<file path="src/rtl/fft_pkg.sv">
// Shared definitions for the FFT result unloader: size defaults, FSM states, address helper.
// Latency: n/a (package only).
// Backpressure: n/a.
package fft_pkg;

   localparam int LOG2N_DEF = 10;
   localparam int DW_DEF    = 8;

   typedef enum logic [1:0] {
      ST_IDLE,
      ST_READ,
      ST_DRAIN
   } state_t;

   // Reverse the low w bits of v; bits at and above w come back as zero.
   function automatic logic [15:0] bitrev(input logic [15:0] v, input int w);
      logic [15:0] r;
      r = '0;
      for (int i = 0; i < 16; i++) begin
         if (i < w) begin
            r[4'(i)] = v[4'(w - 1 - i)];
         end
      end
      return r;
   endfunction

endpackage

</file>
<file path="src/rtl/fft_unload_fifo.sv">
// Small synchronous FIFO holding RAM read data until the consumer takes it.
// Latency: a pushed word is visible at the head on the cycle after the push.
// Backpressure: none internally; the caller keeps push/pop legal using the count output.
module fft_unload_fifo #(
   parameter int W     = 16,
   parameter int DEPTH = 4
) (
   input  logic                     clk,
   input  logic                     rst_n,
   input  logic                     push,
   input  logic [W-1:0]             push_dat,
   input  logic                     pop,
   output logic [W-1:0]             head_dat,
   output logic [$clog2(DEPTH):0]   count
);

   localparam int AW = $clog2(DEPTH);

   logic [W-1:0]  mem_q [DEPTH];
   logic [AW-1:0] wr_q;
   logic [AW-1:0] rd_q;
   logic [AW:0]   cnt_q;

   // Storage array: written on push, never reset (occupancy is tracked by cnt_q).
   always_ff @(posedge clk) begin
      if (push) begin
         mem_q[wr_q] <= push_dat;
      end
   end

   // Pointers and occupancy.
   always_ff @(posedge clk) begin
      if (!rst_n) begin
         wr_q  <= '0;
         rd_q  <= '0;
         cnt_q <= '0;
      end else begin
         if (push) begin
            wr_q <= wr_q + 1'b1;
         end
         if (pop) begin
            rd_q <= rd_q + 1'b1;
         end
         cnt_q <= cnt_q + (AW+1)'(push) - (AW+1)'(pop);
      end
   end

   assign head_dat = mem_q[rd_q];
   assign count    = cnt_q;

endmodule

</file>
<file path="src/rtl/fft_1024_unload.sv">
// Streams one finished FFT result bank out in natural order, then hands the bank back.
// Latency: done -> first RAM read +1 cycle -> first out_valid +3 cycles; one beat/cycle.
// Backpressure: reads stop while buffered + in-flight samples reach 3; nothing is dropped.
// Build option FFT_UNLOAD_BITREV_EN: defined -> bit-reversed RAM addressing, else linear.
module fft_1024_unload
   import fft_pkg::*;
#(
   parameter int LOG2N = LOG2N_DEF,
   parameter int DW    = DW_DEF
) (
   input  logic              clock_c,
   input  logic              reset_n,
   input  logic              done,
   input  logic              done_bank,
   output logic              release_o,
   output logic              ram_rd_en,
   output logic              ram_rd_bank,
   output logic [LOG2N-1:0]  ram_rd_addr,
   input  logic [2*DW-1:0]   ram_rd_data,
   output logic              out_valid,
   input  logic              out_ready,
   output logic [2*DW-1:0]   out_data,
   output logic [LOG2N-1:0]  out_index,
   output logic              out_last,
   output logic              overrun
);

   localparam logic [LOG2N-1:0] K_LAST = '1;

   state_t           state_q;
   logic [LOG2N-1:0] k_q;
   logic [LOG2N-1:0] idx_q;
   logic [LOG2N-1:0] rd_addr_q;
   logic [LOG2N-1:0] rd_addr_d;
   logic             rd_en_q;
   logic             rd_pend_q;
   logic             bank_q;
   logic             pend_vld_q;
   logic             pend_bank_q;
   logic             rel_q;
   logic             ovr_q;

   logic [2:0]       fifo_cnt;
   logic [2:0]       fifo_cnt_d;
   logic [2*DW-1:0]  fifo_head;
   logic             beat;
   logic             can_rd;
   logic             start_pend;
   logic             start_new;
   logic             done_to_pend;
   logic             done_ovr;

   fft_unload_fifo #(
      .W     (2*DW),
      .DEPTH (4)
   ) u_fifo (
      .clk      (clock_c),
      .rst_n    (reset_n),
      .push     (rd_pend_q),
      .push_dat (ram_rd_data),
      .pop      (beat),
      .head_dat (fifo_head),
      .count    (fifo_cnt)
   );

`ifdef FFT_UNLOAD_BITREV_EN
   assign rd_addr_d = LOG2N'(bitrev(16'(k_q), LOG2N));
`else
   assign rd_addr_d = k_q;
`endif

   assign out_valid = (fifo_cnt != 3'd0);
   assign beat      = out_valid && out_ready;
   assign out_data  = out_valid ? fifo_head : '0;
   assign out_index = idx_q;
   assign out_last  = out_valid && (idx_q == K_LAST);

   // Credit uses the FIFO level after this edge plus the read whose data is not yet on the bus,
   // so a full-rate stream keeps exactly three samples in the pipeline.
   assign fifo_cnt_d = fifo_cnt + 3'(rd_pend_q) - 3'(beat);
   assign can_rd     = (fifo_cnt_d + 3'(rd_en_q)) < 3'd3;

   // A held done is older than a fresh one, so it wins when both are available in IDLE.
   assign start_pend   = (state_q == ST_IDLE) && pend_vld_q;
   assign start_new    = (state_q == ST_IDLE) && !pend_vld_q && done;
   assign done_to_pend = done && !start_new && (!pend_vld_q || start_pend);
   assign done_ovr     = done && pend_vld_q && !start_pend;

   // Control FSM with registered RAM strobe, release pulse, pending-done slot and overrun flag.
   always_ff @(posedge clock_c) begin
      if (!reset_n) begin
         state_q     <= ST_IDLE;
         k_q         <= '0;
         idx_q       <= '0;
         rd_addr_q   <= '0;
         rd_en_q     <= 1'b0;
         rd_pend_q   <= 1'b0;
         bank_q      <= 1'b0;
         pend_vld_q  <= 1'b0;
         pend_bank_q <= 1'b0;
         rel_q       <= 1'b0;
         ovr_q       <= 1'b0;
      end else begin
         rd_en_q   <= 1'b0;
         rel_q     <= 1'b0;
         rd_pend_q <= rd_en_q;

         if (beat) begin
            idx_q <= out_last ? '0 : idx_q + 1'b1;
         end

         case (state_q)
            ST_IDLE: begin
               // Sample 0 is read on the start edge itself (address 0 in either mode),
               // so the counter resumes at 1.
               if (start_pend || start_new) begin
                  state_q   <= ST_READ;
                  bank_q    <= start_pend ? pend_bank_q : done_bank;
                  rd_en_q   <= 1'b1;
                  rd_addr_q <= '0;
                  k_q       <= LOG2N'(1);
               end
            end
            ST_READ: begin
               if (can_rd) begin
                  rd_en_q   <= 1'b1;
                  rd_addr_q <= rd_addr_d;
                  k_q       <= k_q + 1'b1;
                  if (k_q == K_LAST) begin
                     state_q <= ST_DRAIN;
                  end
               end
            end
            ST_DRAIN: begin
               if (beat && out_last) begin
                  state_q <= ST_IDLE;
                  rel_q   <= 1'b1;
               end
            end
            default: state_q <= ST_IDLE;
         endcase

         if (start_pend) begin
            pend_vld_q <= 1'b0;
         end
         if (done_to_pend) begin
            pend_vld_q  <= 1'b1;
            pend_bank_q <= done_bank;
         end
         if (done_ovr) begin
            ovr_q <= 1'b1;
         end
      end
   end

   assign release_o   = rel_q;
   assign ram_rd_en   = rd_en_q;
   assign ram_rd_bank = bank_q;
   assign ram_rd_addr = rd_addr_q;
   assign overrun     = ovr_q;

endmodule

</file>
<file path="config.mk">
export PLATFORM = sky130hd
export DESIGN_NAME = fft_1024_unload
export DESIGN_NICKNAME = d
export VERILOG_FILES = /design/src/rtl/fft_pkg.sv /design/src/rtl/fft_unload_fifo.sv /design/src/rtl/fft_1024_unload.sv
export SDC_FILE = /design/constraint.sdc
export NUM_CORES = 1
export LEC_CHECK = 0
export BUFFER_PORTS_ARGS = -buffer_cell sky130_fd_sc_hd__buf_2
export CORE_ASPECT_RATIO = 0.7
export CORE_MARGIN = 3
export CORE_UTILIZATION = 55
export DETAILED_ROUTE_END_ITERATION = 6
export PLACE_DENSITY = 0.79
export SETUP_SLACK_MARGIN = 0.15
export SYNTH_ARGS = -nofsm -noshare
export SYNTH_HDL_FRONTEND = slang
export SYNTH_HIERARCHICAL = 1
export SYNTH_SLANG_ARGS = --single-unit
</file>
<file path="constraint.sdc">
create_clock -name clock_c -period 4.3 [get_ports clock_c]
set_clock_uncertainty 0.15 [all_clocks]
set_input_delay 0.215 -clock clock_c [delete_from_list [all_inputs] [get_ports clock_c]]
set_output_delay 0.215 -clock clock_c [all_outputs]
set_load 0.005 [all_outputs]
</file>
==> impl_metrics.csv, run 1 <==
group,metric,value,unit
final_layout,final_common_cell,"edfxtp_1",
logic_synthesis,netlist_instances,331,
sta,maxSlewViolCount,0,
sta,rsz0062_at_grt,"false",
logic_synthesis,netlist_area,4670,um^2
drt,wirelength,8.66,mm
worst_setup_path,required,4430,ps
pwr,vdd_drop_max,0.235,mV
logic_synthesis,synth_edf_count,64,
final_layout,drive_gt1_frac,0.232,
global_route,grt_pass1_vias,2838,
floorplan,dieArea,9640,um^2
floorplan,start_util,0.580,
floorplan,core,8040,um^2
pwr,power_density,489,nW/um^2
sta,fin_crit,3520,ps
global_route,grt_max_degree,24,
worst_setup_path,crit_chain,"o31ai_1 -> buf_4 -> inv_1 -> ha_1 -> fa_1 -> fa_1 -> o21a_1 -> a2bb2oi_4 -> o21a_1 -> a22o_1",
drt,vias,2906,
clock_tree,cts_buffer_depth,2,
final_layout,area_growth,17.1,%
logic_synthesis,ys.flop_type,"edfxtp_1",
final_layout,layout_common_cells,"edfxtp_1 (64), buf_2 (62), dfxtp_1 (48), and2_1 (29), nor2_1 (19)",
logic_synthesis,synth_top_cell_area_share,0.412,
global_route,grt_pass1_wl,14.1,mm
drt,drt-wirelength-per-cell,16.9,um
clock_tree,cts_root_buf,"clkbuf_16",
worst_setup_path,worstSetupStartpointType,"flop",
global_route,grt-ovfl-total,0,
drt,postRouteAntennaNets,0,
placed_design,place_area,5020,um^2
hold_path,hold_class,"input pin to flop",
clock_tree,tritoncts,"yes",
global_route,antenna_found_initial,0,
final_layout,nNetsFinal,441,
final_layout,n_antenna_cell,0,
global_route,grtUsageTotal,0.188,
logic_synthesis,ys_warn_count,6,
logic_synthesis,synth_fp_nets,364,
floorplan,die_x,116,um
logic_synthesis,async_reset_ff_frac,0,
worst_setup_path,cp_data_arrival_time,3650,ps
sta,setup_viol,0,
drt,drc,0,
logic_synthesis,ys_types,51,
clock_tree,insertion_delay,340,ps
placed_design,dpl.hpwl,5.62,mm
logic_synthesis,syn_area_per_cell,14.1,um^2
outcome,status,"finished, final reports clean",
worst_setup_path,crit_path_end_kind,"flop",
floorplan,num_rows,27,
clock_tree,clk_pin_slew,70,ps
sta,fmax,284,MHz
placed_design,gp_congestion,0.824,
drt,dr.pass1.iters,4,
clock_tree,post-cts-setup-buffers,0,
worst_setup_path,path_class,"flop to flop",
worst_setup_path,cpMaxStageDelayCell,"fa_1",
final_layout,postLayoutCellArea,5470,um^2
drt,drtIter0Drc,221,
clock_tree,cts.htree.levels,3,
sta,period_share,0.819,
logic_synthesis,seq_area_frac_synth,0.618,
logic_synthesis,synth_top_area_cell,"edfxtp_1",
sta,fin_setup_tns,0,ps
pwr,power,0.00268,W
clock_tree,cts_sinks,112,
clock_tree,numCtsBuffers,9,
pwr,power_leakage,2.05,nW
sta,hold_viol_final,0,
placed_design,portBuffers,62,
sta,tightest_slew,1020,ps
floorplan,fp.dieH,83.1,um
drt,vias_per_cell,5.65,
logic_synthesis,ys_ff_latch,112,
worst_setup_path,worstPathMaxFanout,18,
logic_synthesis,synthTopCellsByArea,"edfxtp_1 (41%), dfxtp_1 (21%), mux4_2 (4.8%)",
sta,relSlewSlack,0.321,
worst_setup_path,crit_path_max_incr_delay,440,ps
run,maxCapViolations,0,
floorplan,io-pin-count,63,
==> power breakdown <==
part / total [W] / switching (W) / internal, W
logic: 0.000610 / 0.000284 / 0.000326
clock network: 0.000766 / 0.000357 / 0.000409
registers: 0.00130 / 0.000100 / 0.00120
==> path summary, 6_finish.rpt <==
path | start | end | slack (ps) | cells past startpoint
worst max-delay path | u_fifo/count[1]$_SDFF_PN0_ | ram_rd_addr[0]$_SDFFE_PN0P_ | 780 | 10
worst min-delay path | done_bank | pend_bank_q$_SDFFE_PN0P_ | 20 | 3
worst max register to register | u_fifo/count[1]$_SDFF_PN0_ | ram_rd_addr[0]$_SDFFE_PN0P_ | 780 | 10
worst min register to register | ram_rd_addr[8]$_SDFFE_PN0P_ | ram_rd_addr[8]$_SDFFE_PN0P_ | 330 | 1
==> synthesized netlist by cell type (all sizes together), types with 5 or more instances <==
master and count:
a22o 11, or3 7, mux4 16, o21ai 9, nand2 12, nand3 9, edfxtp 64, nor2 20
inv 11, and2 29, buf 8, nor3 7, clkbuf 5, a21oi 8, xnor2 10, ha 9
or4 5, dfxtp 48
==> critical path, delay by kind of cell, from the launching register on <==
kind | cells | cell delay [ps]
buffers and inverters | 2 | 300
adders and majority gates | 3 | 1130
AOI/OAI and AO/OA | 5 | 1490
DFF | 1 | 380
==> layer usage <==
layer,share of wire,routed length (um),vias to the layer above,global-route usage
met5,0,0,-,0
met3,0.053,462,14,0.0430
met4,0.018,155,0,0.0664
met2,0.45,3910,93,0.278
met1,0.48,4140,1410,0.276
li1,-,-,1389,-
==> per-stage QoR <==
stage	worst slack [ps]	hold slack, ps	util	std cells
final	780	15.1	0.680	514
after global routing	542	45.9	0.680	514
after CTS	784	0.203	0.680	514
after detailed placement	807	283	0.625	482
after global placement	948	278	0.625	482
after floorplan	838	164	-	331
==> cell type report <==
class	count	area [um^2]
clock buffer	10	239
clock inverter	6	43.8
fill	573	2570
inverter	11	41.3
multi-input combinational	195	1660
sequential	112	2880
tap	101	126
timing repair buffer	79	478
==> flip-flops by register name, summed over array words and instances (netlist names), 2 cells and up, named ones only <==
name and count:
out_index 10, u_fifo/count 3, u_fifo/wr_q 2, u_fifo/mem_q 64, state_q 2, ram_rd_addr 10, k_q 10, u_fifo/rd_q 2
==> repair_timing <==
item / in CTS / in global routing
endpoints found under the setup margin: 0 / 0
hold buffers: 16 / 0
resized for setup: 0 / 0
hold endpoints to repair: 64 / 0
==> kinds of logic after synthesis <==
logic type | synth area share
buffers and inverters | 0.0276
XOR/XNOR | 0.0308
AND/OR/NAND/NOR | 0.134
adder cells (fa/ha/maj) | 0.0391
flip-flops | 0.618
AO/OA/AOI/OAI | 0.0641
multiplexers | 0.0863
Power figures use the tool's default switching activity.
==> inputs of run 2 (changes only) <==
CORE_UTILIZATION = 51   (was 55)
PLACE_DENSITY = 0.77   (was 0.79)
clock period = 3.05 ns   (was 4.3 ns; I/O delays follow)
==> run 2 against run 1 <==
Net effect:
- largest power group unchanged
- critical endpoint is now state_q[1]$_SDFFE_PN0P_
- non-clock buffer count up 7
- clock-buffer cell count did not move
- clock power grew 66%
- largest cell class unchanged
- via count is 1.1% higher
- fmax is 21% higher
==> impl_metrics.csv, run 2 (synthesis gave the netlist of run 1 again) <==
group,metric,value,unit
outcome,status,"finished, final reports clean",
clock_tree,cts_sinks,112,
sta,setup_viol,0,
final_layout,layout_common_cells,"edfxtp_1 (64), buf_2 (62), dfxtp_1 (46), and2_1 (29), nor2_1 (18)",
placed_design,dpl.hpwl,6.05,mm
drt,dr.pass1.iters,5,
drt,wirelength,9.29,mm
floorplan,num_rows,28,
worst_setup_path,worstPathMaxFanout,4,
sta,fin_crit,2900,ps
final_layout,nNetsFinal,449,
sta,tightest_slew,898,ps
global_route,grt_pass1_vias,2916,
run,maxCapViolations,0,
final_layout,register_area,2890,um^2
final_layout,final_common_cell,"edfxtp_1",
floorplan,fp.dieH,86.0,um
final_layout,fin_cells,541,
hold_path,hold_class,"input pin to flop",
drt,drc,0,
clock_tree,cts_root_buf,"clkbuf_16",
clock_tree,clk_pin_slew,70,ps
clock_tree,numCtsBuffers,9,
sta,rsz0062_at_grt,"true",
worst_setup_path,path_class,"flop to flop",
final_layout,largest_register,"u_fifo/mem_q",
placed_design,gp_congestion,0.849,
worst_setup_path,cp_data_arrival_time,3030,ps
drt,drtIter0Drc,277,
final_layout,fillers,644,
final_layout,n_antenna_cell,0,
sta,relSlewSlack,0.401,
global_route,grtUsageTotal,0.193,
floorplan,start_util,0.537,
drt,vias,2937,
sta,maxSlewViolCount,0,
floorplan,core,8690,um^2
floorplan,die_x,120,um
drt,vias_per_cell,5.43,
global_route,antenna_found_initial,0,
worst_setup_path,required,3180,ps
worst_setup_path,worstSetupStartpointType,"flop",
clock_tree,tritoncts,"yes",
sta,hold_viol_final,0,
pwr,power,0.00407,W
pwr,vdd_drop_max,0.408,mV
final_layout,drive_gt1_frac,0.276,
drt,postRouteAntennaNets,0,
clock_tree,cts.htree.levels,3,
final_layout,multi_input_area,1740,um^2
pwr,power_leakage,2.12,nW
worst_setup_path,crit_path_end_kind,"flop",
drt,drt-wirelength-per-cell,17.2,um
floorplan,io-pin-count,63,
sta,period_share,0.951,
final_layout,largest_reg_flops,64,
placed_design,portBuffers,62,
global_route,grt_pass1_wl,15.3,mm
global_route,grt-ovfl-total,0,
clock_tree,insertion_delay,350,ps
pwr,power_density,717,nW/um^2
floorplan,dieArea,10400,um^2
clock_tree,cts_buffer_depth,2,
final_layout,area_growth,21.7,%
placed_design,placed_cells,506,
sta,fmax,345,MHz
global_route,grt_max_degree,24,
==> run 2: where the power goes <==
| group | internal (W) | switching [W] | total (W) |
|---|---|---|---|
| Combinational | 0.000526 | 0.000469 | 0.000996 |
| Sequential | 0.00169 | 0.000115 | 0.00181 |
| Clock | 0.000745 | 0.000524 | 0.00127 |
==> run 2: per-layer routing <==
metal,up-vias,GRT usage,routed length [um]
met5,-,0,0
met2,84,0.293,4350
li1,1405,-,-
met1,1439,0.277,4320
met4,0,0.0607,85
met3,9,0.0475,538
==> run 2: path summary, 6_finish.rpt <==
check / startpoint / cells after the start / to / slack, ps
max reg2reg: u_fifo/count[1]$_SDFF_PN0_ / 9 / state_q[1]$_SDFFE_PN0P_ / 150
min reg2reg: ram_rd_addr[0]$_SDFFE_PN0P_ / 1 / ram_rd_addr[0]$_SDFFE_PN0P_ / 330
max: u_fifo/count[1]$_SDFF_PN0_ / 9 / state_q[1]$_SDFFE_PN0P_ / 150
min: done / 3 / overrun$_SDFFE_PN0P_ / 30
==> run 2: final cells by class <==
cell class,count,area share
timing repair buffer,86,0.0939
inverter,11,0.00727
clock inverter,6,0.0154
clock buffer,10,0.0421
tap,120,0.0264
sequential,112,0.508
multi-input combinational,196,0.307
==> run 2: critical path: stages, from the launching register on <==
cell and delay, ps:
dfxtp_2 340, o31ai_4 270, inv_2 80, ha_4 220, fa_2 330, fa_1 370, xnor3_2 310, nand2_2 120
or4_4 550, o21ai_0 80
==> run 2: through the flow <==
step / hold WS, ps / setup TNS, ps / worst slack (ps) / utilization / cell area [um^2]
CTS: 19.9 / 0 / 134 / 0.647 / 5620
global route: 75.4 / 0 / 59.0 / 0.654 / 5680
finish: 30.4 / 0 / 148 / 0.654 / 5680
global placement: 217 / 0 / 130 / 0.589 / 5110
floorplan: 101 / 0 / 131 / - / 4700
detailed placement: 226 / -120 / -20.7 / 0.589 / 5110
==> run 2: timing repair <==
action,4_1_cts,5_1_grt
endpoints found under the hold margin,65,0
endpoints found under the setup margin,16,21
hold buffers,17,0
gates resized for setup,2,10
pin swaps,0,7
buffers inserted,1,0
cloned,0,1
